**config.mk**
```make
export PLATFORM = sky130hd
export DESIGN_NAME = mem_port_arbiter
export DESIGN_NICKNAME = d
export VERILOG_FILES = /design/src/rtl/mem_port_arbiter.sv
export SDC_FILE = /design/constraint.sdc
export NUM_CORES = 1
export LEC_CHECK = 0
export BUFFER_PORTS_ARGS = -buffer_cell sky130_fd_sc_hd__buf_2
export CAP_MARGIN = 15
export CORE_MARGIN = 3
export CORE_UTILIZATION = 39
export DETAILED_ROUTE_END_ITERATION = 8
export PLACE_DENSITY = 0.73
export SETUP_SLACK_MARGIN = 0.05
export SLEW_MARGIN = 20
export SYNTH_ARGS = -nofsm -noshare
export SYNTH_HDL_FRONTEND = slang
export SYNTH_SLANG_ARGS = --single-unit
```
**constraint.sdc**
```tcl
create_clock -name clk -period 1.35 [get_ports clk]
set_input_delay 0.27 -clock clk [delete_from_list [all_inputs] [get_ports clk]]
set_output_delay 0.27 -clock clk [all_outputs]
set_load 0.05 [all_outputs]
```
**src/rtl/mem_port_arbiter.sv**
```systemverilog
// Arbiter sharing one single-port memory between fetch reads and write-back writes.
// Optional macro STARVE_GUARD_EN bounds consecutive write grants while a fetch is waiting.
module mem_port_arbiter #(
  parameter int AW         = 32,
  parameter int DW         = 32,
  parameter int STARVE_MAX = 4
) (
  input  logic          clk,
  input  logic          reset,
  input  logic          if_req,
  input  logic [AW-1:0] if_addr,
  output logic          if_gnt,
  output logic          if_rvalid,
  output logic [DW-1:0] if_rdata,
  input  logic          wb_req,
  input  logic [AW-1:0] wb_addr,
  input  logic [DW-1:0] wb_wdata,
  output logic          wb_gnt,
  output logic          wb_done,
  output logic          mem_en,
  output logic          mem_we,
  output logic [AW-1:0] mem_addr,
  output logic [DW-1:0] mem_wdata,
  input  logic [DW-1:0] mem_rdata,
  input  logic          mem_ack,
  output logic          busy
);

  typedef enum logic [1:0] {
    IDLE    = 2'd0,
    BUSY_IF = 2'd1,
    BUSY_WB = 2'd2
  } state_t;

  state_t state;
  state_t state_next;

  logic grant_if;
  logic grant_wb;
  logic ack_if;
  logic ack_wb;
  logic fetch_first;

  always_ff @(posedge clk) begin
    if (reset) begin
      state <= IDLE;
    end else begin
      state <= state_next;
    end
  end

  always_comb begin
    state_next = state;
    case (state)
      IDLE: begin
        if (grant_wb) begin
          state_next = BUSY_WB;
        end else if (grant_if) begin
          state_next = BUSY_IF;
        end
      end
      BUSY_IF, BUSY_WB: begin
        if (mem_ack) begin
          state_next = IDLE;
        end
      end
      default: state_next = IDLE;
    endcase
  end

  // Writes win by default so stores drain before the next fetch; the guard can hand the slot to fetch.
  always_comb begin
    grant_wb = 1'b0;
    grant_if = 1'b0;
    if (state == IDLE) begin
      if (wb_req && !(if_req && fetch_first)) begin
        grant_wb = 1'b1;
      end else if (if_req) begin
        grant_if = 1'b1;
      end
    end
  end

  assign ack_if = (state == BUSY_IF) && mem_ack;
  assign ack_wb = (state == BUSY_WB) && mem_ack;
  assign busy   = (state != IDLE);

`ifdef STARVE_GUARD_EN
  localparam int CW = $clog2(STARVE_MAX + 1);

  logic [CW-1:0] starve_cnt;

  assign fetch_first = (starve_cnt == CW'(STARVE_MAX));

  // Counts write grants issued while fetch kept waiting; any idle cycle without a fetch clears it.
  always_ff @(posedge clk) begin
    if (reset) begin
      starve_cnt <= '0;
    end else if (state == IDLE) begin
      if (grant_if || !if_req) begin
        starve_cnt <= '0;
      end else if (grant_wb) begin
        starve_cnt <= starve_cnt + CW'(1);
      end
    end
  end
`else
  logic starve_unused;

  assign starve_unused = |STARVE_MAX;
  assign fetch_first   = 1'b0;
`endif

  always_ff @(posedge clk) begin
    if (reset) begin
      if_gnt    <= 1'b0;
      wb_gnt    <= 1'b0;
      if_rvalid <= 1'b0;
      wb_done   <= 1'b0;
      if_rdata  <= '0;
      mem_en    <= 1'b0;
      mem_we    <= 1'b0;
      mem_addr  <= '0;
      mem_wdata <= '0;
    end else begin
      if_gnt    <= grant_if;
      wb_gnt    <= grant_wb;
      if_rvalid <= ack_if;
      wb_done   <= ack_wb;
      if (ack_if) begin
        if_rdata <= mem_rdata;
      end
      // mem_wdata is only reloaded by a write so it keeps its last value across reads.
      if (grant_wb) begin
        mem_en    <= 1'b1;
        mem_we    <= 1'b1;
        mem_addr  <= wb_addr;
        mem_wdata <= wb_wdata;
      end else if (grant_if) begin
        mem_en   <= 1'b1;
        mem_we   <= 1'b0;
        mem_addr <= if_addr;
      end else if (ack_if || ack_wb) begin
        mem_en <= 1'b0;
        mem_we <= 1'b0;
      end
    end
  end

endmodule
```
After elaboration in Yosys (flattened, before gate mapping)
Index checks and enable logic that the tools add are counted.

word-level totals
  output and inout bits = 103
  logic and storage cells = 39
  register bits after elaboration = 104

operators by class
  eq/ne operators = 4
  reductions and logical operators = 9
  muxes and demuxes = 16

operators by type and width
  cell                  count
  $mux W32              2
  $mux W1               10
  $mux W2               3
  $pmux W2 S2           1
  $reduce_bool A2 Y1    2
  $ne A3 B3 Y1 const B  1
  $reduce_bool A3 Y1    1
  $eq A2 B1 Y1 const B  1
  $eq A2 B2 Y1 const B  1
  $logic_and A1 B1 Y1   2
  $logic_not A2 Y1      1
  $ne A2 B2 Y1 const B  1
  $reduce_and A2 Y1     1
  $reduce_or A2 Y1      1
  $logic_or A1 B1 Y1    1

Longest topological paths before layout
Gate-level depths: netlist (run 1).

  word-level depth = 6
  depth in mapped cells = 7

Least setup slack after synthesis (run 1)
No wires, ideal clock.

  kind = reg2reg
  start point = register state[0]
  end point = register mem_addr[24]
  arrival time = 1.351 ns
  path buffers = 2
  cell stages (with the launch flop) = 8
  path slack = -0.089 ns
  cell sequence = dfxtp_1 > inv_1 > ha_1 > nand2_1 > buf_2 > buf_2 > nand2_1 > a311oi_2

between the ends
  word-level cells in the longest chain between the ends = 3

RTL lines
  what                                                   RTL line  source
  start, declared                                        35        state_t state;
  start signal, assigned                                 48        state <= state_next;
  $logic_not A2 Y1 (*)                                   75        if (state == IDLE) begin
  $mux W1                                                75
  $mux W32 / $reduce_bool A2 Y1 (equally long branches)  n/a
  end signal, assigned                                   137       mem_addr <= wb_addr;
  end signal, assigned                                   142       mem_addr <= if_addr;
  end, declared                                          22        output logic [AW-1:0] mem_addr,

Mark *: on every way between the ends. The rest lies on a longest branch, timed or not.
A chain may end at the register's enable or synchronous reset.

Worst setup path after layout (run 1)
  start point = register state[0]
  end point = register mem_wdata[25]

between the ends
  word-level cells in the longest chain between the ends = 2

RTL lines
  what                  RTL line  source
  $logic_not A2 Y1      75
  $mux W1               75
  end signal, assigned  138       mem_wdata <= wb_wdata;
  end, declared         23        output logic [DW-1:0] mem_wdata,

Every way passes these cells.

==> results.toml, run 1 <==
[critical_path]
rr_startpoint = "state[0]"
start_kind = "flip-flop"
path_delay_family = "buffers and inverters"
critPathArrivalTime_ns = 1.81
critical_path_class = "reg -> reg"
path_depth = 8
cp-end-kind = "flip-flop"
r2r-end = "mem_wdata[25]"
rrSetupSlack_ns = -0.17
worstPathRequired_ns = 1.64
slowest_stage = "dfxtp_2"
path_cells = "inv_2, ha_4, buf_6, and2_4, clkbuf_16, buf_12, nand2_1, a21oi_1"
cp_slowest_stage_delay_ns = 0.33
crit_end = "mem_wdata[25]"
cp_num_buf_inv = 4
worstSetupStartpoint = "state[0]"
r2r_cells = 8
crit_fanout = 16

[die]
core_area_sq_um = 9950
die_x_um = 108
pin_count = 236
die-area_sq_um = 11700
die_h_um = 108
num_rows = 36
start_util_pct = 40.8

[placement]
hpwl_um = 8820
numPortBuffers = 235
pre_cts_ws_ns = -0.0436
gp_congestion = 0.780
place_area_sq_um = 5480

[timing]
post-route-min-period_ns = 1.52
fin_skew_ns = 0.00794
finalSetupViolCount = 98
fmax_mhz = 659
period_share_pct = 112
finalWorstSetupSlack_ns = -0.167
maxSlewViolCount = 0
worst_pin_slew_ns = 0.354
rsz0062_at_grt = "true"
slew_headroom_pct = 76.4
hold_violations = 0

[outcome]
outcome = "finished, violations left"
failed_checks = "setup timing"

[synthesis]
postSynthCellCount = 492
synth_top_area_cell = "dfxtp_1"
synth_top_cell_area_share_pct = 51.3
synth_area_leaders = "dfxtp_1 (51%), nand2_1 (17%), a21oi_1 (8.4%)"
synth.distinct_cells = 27
ys_seq_area_share_pct = 51.3
synthesis.area_sq_um = 4060
syn_nets = 628
yosysWarningCount = 0
ys_ff_latch = 104
syn_avg_cell_area_sq_um = 8.25

[cts]
clock_latency_ns = 0.36
hold_buffers = 0
h-tree-depth = 3
path_clk_slew_ns = 0.10
ctsLongestPathBuffers = 2
clkSinkCount = 104
cts-buffers-inserted = 9
ctsRootBufferMaster = "clkbuf_8"
cts_tree = "yes"

[route]
drc = 0
via_per_inst = 5.10
via_count = 4535
antenna_left = 0
drtIter0Drc = 391
drt_wl_total_um = 15000
firstDrtPassIters = 5
avgRoutedWirePerCell_um = 16.9

[power]
p_per_area_nw_per_um2 = 1320
max-vdd-ir-drop_mv = 0.648
p_leak_nw = 3.14

[worst_hold_path]
hold_depth = 3
hold_class = "in -> reg"

[global_routing]
globalRouteOverflowTotal = 0
grt_pass1_vias = 4375
grt_max_degree = 59
grt_use_total_pct = 22.6
grt_pass1_wl_um = 21000
antenna_found_initial = 0

[run]
maxCapViolCount = 0

[finish]
postLayoutCellArea_sq_um = 6790
antenna_cells = 0
nets = 888
final_layout_size_suffix_gt1_share_pct = 56.3
areaGrowthSynthToFinish_pct = 67.2
==> power by group <==
| group | switching (mW) | internal, mW | total (mW) |
|---|---|---|---|
| combinational | 2.06 | 1.27 | 3.32 |
| clock | 1.02 | 1.14 | 2.16 |
| sequential | 0.149 | 3.33 | 3.48 |
| total | 3.23 | 5.73 | 8.96 |
==> how the worst min path moves through the flow <==
stage / from / slack (ns) / endpoint
after floorplan: wb_wdata[0] / 0.41 / mem_wdata[0]
after detailed placement: if_rdata[22] / 0.44 / if_rdata[22]
final: mem_rdata[27] / 0.13 / if_rdata[27]
after global routing: mem_rdata[11] / 0.12 / if_rdata[11]
after CTS: mem_rdata[3] / 0.12 / if_rdata[3]
after global placement: if_rdata[25] / 0.44 / if_rdata[25]
==> cell type report <==
class	count	area, sq um
clock buffer	12	155
clock inverter	3	65.1
inverter	3	13.8
tap	133	166
fill	770	3170
timing repair buffer	289	2110
sequential	104	2080
multi-input combinational	345	2190
==> metal layers <==
layer	routed length, um	vias up	GRT usage (%)
li1	-	2149	-
met1	5390	2109	24.9
met2	7890	233	39.7
met3	1220	44	6.15
met4	488	0	11.4
met5	0	-	0
==> per-stage QoR <==
step	total power [mW]	hold WS [ns]	utilization [%]	cells	setup TNS, ns
6_report	8.96	0.131	68.2	889	-10.52
3_5_place_dp	6.02	0.444	55.0	841	-0.331
4_1_cts	8.66	0.119	63.2	882	-5.90
5_1_grt	9.33	0.115	68.2	889	-15.64
3_3_place_gp	5.96	0.439	55.0	841	0
2_1_floorplan	5.29	0.406	-	492	0
==> synthesized netlist by cell type, drive strengths merged <==
cell type	count
a311oi	32
nand2	195
nor2	35
and3b	1
buf	26
nor3b	1
inv	3
a21oi	68
and2	2
nand3b	1
a21o	1
or2b	1
ha	3
o21a	1
nand2b	2
o21ai	1
dfxtp	104
clkbuf	14
a211oi	1
==> registers in the layout, indices dropped and copies added, names as in the netlist <==
| name | count |
|---|---|
| mem_en | 1 |
| if_rdata | 32 |
| if_rvalid | 1 |
| mem_addr | 32 |
| state | 2 |
| wb_done | 1 |
| wb_gnt | 1 |
| mem_we | 1 |
| mem_wdata | 32 |
| if_gnt | 1 |
==> repair_timing <==
action                                  CTS  global route
pin swaps                                25            49
buffers inserted                         15             6
endpoints found under the setup margin   84           108
cloned                                   12             5
resized for setup                        59           108
==> worst register-to-register path, stage by stage, from the launching register on <==
cell and delay, ns:
dfxtp_2 0.33, inv_2 0.07, ha_4 0.17, buf_6 0.12, and2_4 0.24, clkbuf_16 0.19
buf_12 0.14, nand2_1 0.07, a21oi_1 0.12
==> logic make-up after synthesis <==
| kind of cell | Yosys count | share of synthesized area, % |
|---|---|---|
| adders and majority gates | 3 | 0.925 |
| AOI/OAI and AO/OA | 104 | 18.6 |
| buffers and inverters | 43 | 5.83 |
| DFF | 104 | 51.3 |
| and+or+nand+nor | 238 | 23.3 |
==> cells in the final DEF (no fill, tap or decap), types with 11 or more instances in the layout <==
cell,instances
nand2_1,150
buf_2,225
dfxtp_1,102
clkbuf_8,11
a311oi_2,27
nand2_4,13
buf_12,13
nor2_1,28
a21oi_2,32
a21oi_1,36
buf_6,19
nand2_2,31
Note: power is estimated with default switching activity, not from simulation.
==> run 2, diff against run 1 <==
PLACE_DENSITY = 0.86   (was 0.73)
==> run 2 against run 1 <==
Compared with the run above: the run still ends with setup timing left; register-to-register slack improved by 0.11 ns; critical path depth decreased by 2; clock-buffer cell count decreased by 2; routed wire length decreased by 15%; maximum frequency increased by 7.7%; via count decreased by 7.0%; flip-flop and latch count unchanged; critical path type unchanged; critical endpoint is now mem_addr[29]; largest cell class is now flip-flops and latches.
==> results.toml, run 2 (synthesis results as in run 1) <==
[timing]
hold_violations = 0
finalSetupViolCount = 27
hold_ws_ns = 0.139
slew_headroom_pct = 79.9
finalWorstSetupSlack_ns = -0.0589
rsz0062_at_grt = "true"
post-route-min-period_ns = 1.41
worst_pin_slew_ns = 0.301
period_share_pct = 104
maxSlewViolCount = 0
fin_skew_ns = 0.0157
fmax_mhz = 710

[cts]
path_clk_slew_ns = 0.10
hold_buffers = 0
ctsLongestPathBuffers = 2
cts_tree = "yes"
h-tree-depth = 3
cts-buffers-inserted = 9
clkSinkCount = 104
ctsRootBufferMaster = "clkbuf_8"
clock_latency_ns = 0.36

[worst_hold_path]
hold_start = "mem_rdata[18]"
hold_class = "in -> reg"
hold_end = "if_rdata[18]"
hold_depth = 3

[power]
power_mw = 8.14
max-vdd-ir-drop_mv = 0.718
p_per_area_nw_per_um2 = 1330
p_leak_nw = 2.87

[critical_path]
r2r_cells = 6
start_kind = "flip-flop"
rr_startpoint = "state[0]"
worstPathRequired_ns = 1.60
critical_path_class = "reg -> reg"
r2r-end = "mem_addr[29]"
crit_fanout = 9
critPathArrivalTime_ns = 1.66
cp-end-kind = "flip-flop"
rrSetupSlack_ns = -0.06

[finish]
nets = 867
areaGrowthSynthToFinish_pct = 50.7
postLayoutCellArea_sq_um = 6110
final_util_pct = 61.4
final_layout_size_suffix_gt1_share_pct = 47.6
final_cell_mix = "buf_2 (225), nand2_1 (174), dfxtp_1 (102)"
n_fill_cell = 878
antenna_cells = 0
layout_commonest_cell = "buf_2"
multi_input_area_sq_um = 1930
instances_no_fill = 868
reg_top3 = "if_rdata (32), mem_addr (32), mem_wdata (32)"
register_area_sq_um = 2080

[die]
die-area_sq_um = 11700
start_util_pct = 40.8
core_area_sq_um = 9950
pin_count = 236
die_x_um = 108
num_rows = 36
die_h_um = 108

[route]
avgRoutedWirePerCell_um = 14.6
antenna_left = 0
drc = 0
drtIter0Drc = 231
via_count = 4216
drt_wl_total_um = 12700
firstDrtPassIters = 4
via_per_inst = 4.86

[global_routing]
grt_pass1_wl_um = 18400
grt_pass1_vias = 3956
grt_max_degree = 42
grt_use_total_pct = 19.6
antenna_found_initial = 0
globalRouteOverflowTotal = 0

[placement]
dp_cells = 842
hpwl_um = 8440
place_area_sq_um = 5470
gp_congestion = 0.774
numPortBuffers = 235

[outcome]
outcome = "finished, violations left"
failed_checks = "setup timing"

[run]
maxCapViolCount = 0
run 2: worst max path at each step:
stage | startpoint | endpoint | slack (ns) | cells after the start
floorplan | state[0] | mem_addr[12] | 0.05 | 6
global placement | state[0] | mem_addr[27] | 0.03 | 6
finish | state[0] | mem_addr[29] | -0.06 | 6
CTS | state[1] | busy | -0.05 | 4
detailed placement | state[1] | mem_addr[29] | -0.06 | 6
global route | state[0] | busy | -0.11 | 4
run 2: metal layers:
metal | track usage (%) | routed length [um]
met1 | 23.1 | 5130
met2 | 33.2 | 6380
met3 | 6.75 | 987
met4 | 6.76 | 212
met5 | 0 | 0
run 2: where the power goes:
part           internal [mW]  switching, mW  total, mW
clock                  0.850           1.03       1.88
sequential              3.33          0.128       3.46
combinational          0.958           1.84       2.80
total                   5.14           3.00       8.14
run 2: cell type report:
class / instances / area share, %
Clock inverter: 5 / 0.962
Sequential cell: 104 / 34.1
Multi-Input combinational cell: 345 / 31.5
Timing Repair Buffer: 268 / 28.4
Tap cell: 133 / 2.72
Inverter: 3 / 0.184
Clock buffer: 10 / 2.09
run 2: worst max-delay path, cell delays in order, from the launching register on:
cell and delay [ns]:
dfxtp_2 0.33, inv_2 0.07, ha_4 0.17, and2_4 0.23
buf_12 0.16, nand2_1 0.07, a311oi_2 0.28
run 2: stage by stage:
step,setup TNS [ns],setup WS (ns)
after CTS,-0.980,-0.0523
after floorplan,0,0.0514
after global placement,0,0.0310
final,-0.374,-0.0589
after global routing,-5.23,-0.109
after detailed placement,-0.564,-0.0608
run 2: timing repair:
item | 4_1_cts | 5_1_grt
gates cloned | 3 | 4
hold endpoints to repair | 0 | 0
buffers inserted | 2 | 2
gates resized for setup | 14 | 50
pin swaps | 16 | 24
setup endpoints to repair | 73 | 104
